==> src/rtl/secded_decoder_seq.sv <==
// 72/64 SECDED: shared position tables, 1-cycle encoder, 1-cycle decoder.
// Data bit i sits at Hamming position p(i); position 2^j is check bit 64+j.
package secded_pkg;
  // Hamming position of data bit idx: the (idx+1)-th non-power-of-two in 3..71
  function automatic logic [6:0] data_pos(input int idx);
    int         cnt;
    logic [6:0] r;
    cnt = 0;
    r   = '0;
    for (int p = 3; p < 72; p++) begin
      if ((p & (p - 1)) != 0) begin
        if (cnt == idx) r = 7'(p);
        cnt++;
      end
    end
    return r;
  endfunction

  function automatic logic [447:0] build_pos();
    logic [447:0] r;
    r = '0;
    for (int i = 0; i < 64; i++) r = r | (448'(data_pos(i)) << (7 * i));
    return r;
  endfunction

  // Row j selects the data bits whose position has bit j set
  function automatic logic [447:0] build_masks();
    logic [447:0] m;
    m = '0;
    for (int j = 0; j < 7; j++)
      for (int i = 0; i < 64; i++)
        if (((data_pos(i) >> j) & 7'd1) != 7'd0) m = m | (448'd1 << (64 * j + i));
    return m;
  endfunction

  localparam logic [63:0][6:0] DATA_POS   = build_pos();
  localparam logic [6:0][63:0] CHECK_MASK = build_masks();
endpackage


module secded_decoder_seq
  import secded_pkg::*;
(
  input  logic                 clk,
  input  logic                 rst_n,
  secded_decoder_seq_if.slave  bus
);
  logic [6:0]  syn;
  logic        par;
  logic [71:0] flip;
  logic        single_c;
  logic        double_c;

  for (genvar j = 0; j < 7; j++) begin : g_syn
    assign syn[j]       = ^(bus.data_in[63:0] & CHECK_MASK[j]) ^ bus.data_in[64+j];
    assign flip[64+j]   = par && (syn == (7'd1 << j));
  end

  for (genvar i = 0; i < 64; i++) begin : g_flip
    assign flip[i] = par && (syn == DATA_POS[i]);
  end

  assign par      = ^bus.data_in;
  assign flip[71] = par && (syn == 7'd0);

  // Every syndrome in 1..71 names exactly one position, so odd parity there is correctable
  assign single_c = par && (syn <= 7'd71);
  assign double_c = (!par && (syn != 7'd0)) || (par && (syn > 7'd71));

  always_ff @(posedge clk or negedge rst_n) begin
    if (!rst_n) begin
      bus.data_out       <= '0;
      bus.error_detected <= 1'b0;
      bus.single_error   <= 1'b0;
      bus.double_error   <= 1'b0;
    end else begin
      bus.data_out       <= bus.data_in ^ flip;
      bus.error_detected <= single_c | double_c;
      bus.single_error   <= single_c;
      bus.double_error   <= double_c;
    end
  end
endmodule

==> src/rtl/secded_decoder_seq_if.sv <==
// Codeword bus between a SECDED decoder and its source/sink.
interface secded_decoder_seq_if;
  logic [71:0] data_in;
  logic [71:0] data_out;
  logic        error_detected;
  logic        single_error;
  logic        double_error;

  modport master (output data_in,
                  input  data_out, error_detected, single_error, double_error);
  modport slave  (input  data_in,
                  output data_out, error_detected, single_error, double_error);
endinterface

==> src/flat_wrapper.sv <==
// flat-port wrapper written by rule: the top's interface ports become plain ports
module secded_decoder_seq_flat import secded_pkg::*;
  (clk, rst_n, bus_data_in, bus_data_out, bus_error_detected, bus_single_error, bus_double_error);
  secded_decoder_seq_if bus_i ();
  input  logic clk;
  input  logic rst_n;
  input wire logic [$bits(bus_i.data_in)-1:0] bus_data_in;
  output wire logic [$bits(bus_i.data_out)-1:0] bus_data_out;
  output wire logic [$bits(bus_i.error_detected)-1:0] bus_error_detected;
  output wire logic [$bits(bus_i.single_error)-1:0] bus_single_error;
  output wire logic [$bits(bus_i.double_error)-1:0] bus_double_error;
  assign bus_i.data_in = bus_data_in;
  assign bus_data_out = bus_i.data_out;
  assign bus_error_detected = bus_i.error_detected;
  assign bus_single_error = bus_i.single_error;
  assign bus_double_error = bus_i.double_error;
  secded_decoder_seq u_core (.clk(clk), .rst_n(rst_n), .bus(bus_i));
endmodule
==> config.mk <==
export PLATFORM = sky130hd
export DESIGN_NAME = secded_decoder_seq_flat
export DESIGN_NICKNAME = d
export VERILOG_FILES = /design/src/rtl/secded_decoder_seq.sv /design/src/rtl/secded_decoder_seq_if.sv /design/src/flat_wrapper.sv
export SDC_FILE = /design/constraint.sdc
export NUM_CORES = 1
export LEC_CHECK = 0
export BUFFER_PORTS_ARGS = -buffer_cell sky130_fd_sc_hd__buf_2
export CAP_MARGIN = 20
export CORE_MARGIN = 8
export CORE_UTILIZATION = 30
export CTS_CLUSTER_DIAMETER = 50
export DETAILED_ROUTE_END_ITERATION = 12
export GPL_TIMING_DRIVEN = 0
export PLACE_DENSITY = 0.56
export SYNTH_ARGS = -nofsm -noshare
export SYNTH_HDL_FRONTEND = slang
export SYNTH_SLANG_ARGS = --single-unit
export TNS_END_PERCENT = 1
==> constraint.sdc <==
create_clock -name clk -period 0.8 [get_ports clk]
set_input_delay 0.16 -clock clk [delete_from_list [all_inputs] [get_ports clk]]
set_output_delay 0.16 -clock clk [all_outputs]
set_load 0.01 [all_outputs]
==> results.yml <==
worst_setup_path:
  worstSetupEndpoint: "u_core.bus.data_out[12]$_DFF_PN0_"
  crit_path_max_fanout: 5
  cp.required_ns: 1.03
  path_class: "in2reg"
  arrival_ns: 2.81
  critPathCaptureType: "flop"
  crit_start: "bus_data_in[52]"
  start_kind: "input pin"
logic_synthesis:
  yosysMostFrequentCell: "xnor2_1"
  synth_cell_types: 38
  ys_ff_latch: 75
  synth_edf_count: 0
  syn_nets: 467
  seq_area_frac_synth_pct: 39.7
  syn_avg_cell_area_sq_um: 12.0
  synth_commonest_cells: "145 x xnor2_1, 75 x dfrtp_1, 26 x nand2_1, 26 x nand3_1, 20 x xor2_1"
  yosys_most_used_dff: "dfrtp_1"
  yosysTopAreaCell: "dfrtp_1"
  netlist_instances: 393
  synth_area_sq_um: 4730
  synth_top_area_share_pct: 39.7
  synthArstFlopShare_pct: 100
  yosysWarningCount: 0
  synth_area_leaders: "dfrtp_1 40%, xnor2_1 27%, xnor3_1 9.1%"
floorplan:
  die_area_sq_um: 20000
  top_level_ports: 149
  core-area_sq_um: 15700
  rows: 46
  start_util_pct: 30.2
  die_height_um: 142
  die_x_um: 142
clock_tree:
  cts_buffers: 9
  cts_max_path_buffers: 2
  path_clk_slew_ns: 0.06
  ctsRootBufferMaster: "clkbuf_16"
  htreeDepth: 3
  clock_sinks: 75
  cts_tree: "done"
timing:
  fin_ws_ns: -1.78
  period_share_pct: 322
  period_minus_slack_ns: 2.58
  finalSetupViolations: 150
  fmax_ghz: 0.388
  drv_slew: 0
  hold_viol_final: 32
  whs_ns: -0.241
  relSlewSlack_pct: 65.4
  tightest_slew_ns: 0.515
  rsz0062_at_grt: "yes"
global_routing:
  grt_max_degree: 44
  overflow: 0
  grt_pass1_wl_um: 24400
  grt_pass1_vias: 3945
  antenna_found_initial: 0
  grtUsageTotal_pct: 16.7
final_layout:
  num-nets-final: 649
  layout-drive-gt1-share_pct: 47.8
  fin_area_sq_um: 6810
  seq_area_sq_um: 1880
  area_growth_pct: 44.1
  antenna_cells: 0
  nFillCells: 1573
  multi_input_area_sq_um: 3120
min_path:
  hp-class: "in2async"
placement:
  gp_congestion: 0.797
  dpl.hpwl_um: 12700
  portBuffers: 148
  placedInstanceArea_sq_um: 5820
pwr:
  vdd_ir_drop_max_mv: 2.44
  finalPower_uw: 31300
  leakage_uw: 0.00299
  powerDensity_nw_per_um2: 4590
drt:
  routed_via_density: 4.37
  vias: 3479
  drt_iter0_drc: 165
  final_antenna_net_count: 0
  routed_wl_um: 16100
  drc_errors: 0
  post_drt_wl_per_cell_um: 20.2
  first_pass_iters: 4
outcome:
  violations: "hold timing, setup timing"
  status: "finished with violations"
run:
  max_cap_viol_count: 0
layer usage:
metal  GRT usage (%)  vias up  routed length (um)
li1                -     1656                   -
met3            3.83       13                 781
met4            5.14        0                 223
met2            27.9      101                8050
met5               0        -                   0
met1            20.9     1709                7040
how the worst min path moves through the flow:
stage                          startpoint                                 to  slack [ns]  cells past startpoint
after detailed placement            rst_n  u_core.bus.data_out[12]$_DFF_PN0_        0.15                      1
final                               rst_n  u_core.bus.data_out[12]$_DFF_PN0_       -0.24                      1
after floorplan                     rst_n   u_core.bus.data_out[0]$_DFF_PN0_       -0.14                      0
after CTS                           rst_n  u_core.bus.data_out[12]$_DFF_PN0_       -0.23                      1
after global routing                rst_n  u_core.bus.data_out[12]$_DFF_PN0_       -0.20                      1
after global placement    bus_data_in[41]  u_core.bus.data_out[41]$_DFF_PN0_        0.37                      2
critical path: stages:
cell and delay (ns):
buf_8 0.10, xnor2_2 0.14, xnor3_2 0.46, xnor3_2 0.30, xor2_4 0.19, xnor3_2 0.50
buf_6 0.15, a211oi_4 0.35, buf_6 0.20, nand3b_1 0.11, xnor2_1 0.14
registers in the layout, indices dropped and copies added, names as in the netlist:
| register | flops |
|---|---|
| u_core.bus.error_detected | 1 |
| u_core.bus.data_out | 72 |
| u_core.bus.double_error | 1 |
| u_core.bus.single_error | 1 |
where the power goes:
part           total [uW]  switching (uW)  internal [uW]
Sequential           4580             183           4390
Clock                4040            1560           2480
Combinational       22700           13100           9580
Total               31300           14800          16500
final cells by class:
type                       instances  share of cell area (%)
buffer                            13                    1.98
clock buffer                      11                    3.56
clock inverter                     5                   0.772
multi-input combinational        305                    45.9
sequential                        75                    27.6
tap                              216                    3.97
timing repair buffer             171                    16.3
cells by family after synthesis:
group	synth area share, %
flops	39.7
buf+inv	1.64
xor+xnor	44.0
simple gates	12.9
compound gates	1.75
stage by stage:
stage	setup TNS, ns	cells	setup WS [ns]	utilization [%]
6_report	-137.04	796	-1.78	43.5
5_1_grt	-145.03	796	-1.85	43.5
4_1_cts	-138.87	795	-1.76	41.9
3_5_place_dp	-174.41	758	-2.66	37.1
3_3_place_gp	-243.20	757	-2.69	37.0
2_1_floorplan	-121.80	393	-1.67	-
repair_timing:
action	4_1_cts	5_1_grt
setup buffers	19	0
gates cloned	2	0
gates resized for setup	69	48
hold endpoints to repair	32	32
endpoints found under the setup margin	150	150
pin swaps	23	6
placed cells by master, fill, tap and decap left out, types with 3 or more instances in the layout:
cell type,netlist,layout
nand2_1,26,18
nor2_4,1,4
nand4_1,9,9
xor2_2,1,3
buf_2,2,124
buf_6,3,32
xor3_2,0,3
nand3_2,5,9
a211oi_4,3,3
dfrtp_1,75,75
xnor3_1,19,11
xor2_1,20,16
nand2_2,0,6
buf_4,1,19
clkinv_2,0,3
nand3b_1,11,11
and3_1,4,4
xnor2_1,145,128
buf_8,0,4
nand3_1,26,22
clkbuf_8,0,3
xnor2_2,3,18
clkbuf_16,0,9
xnor3_2,3,11
(Power assumes the default switching activity.)
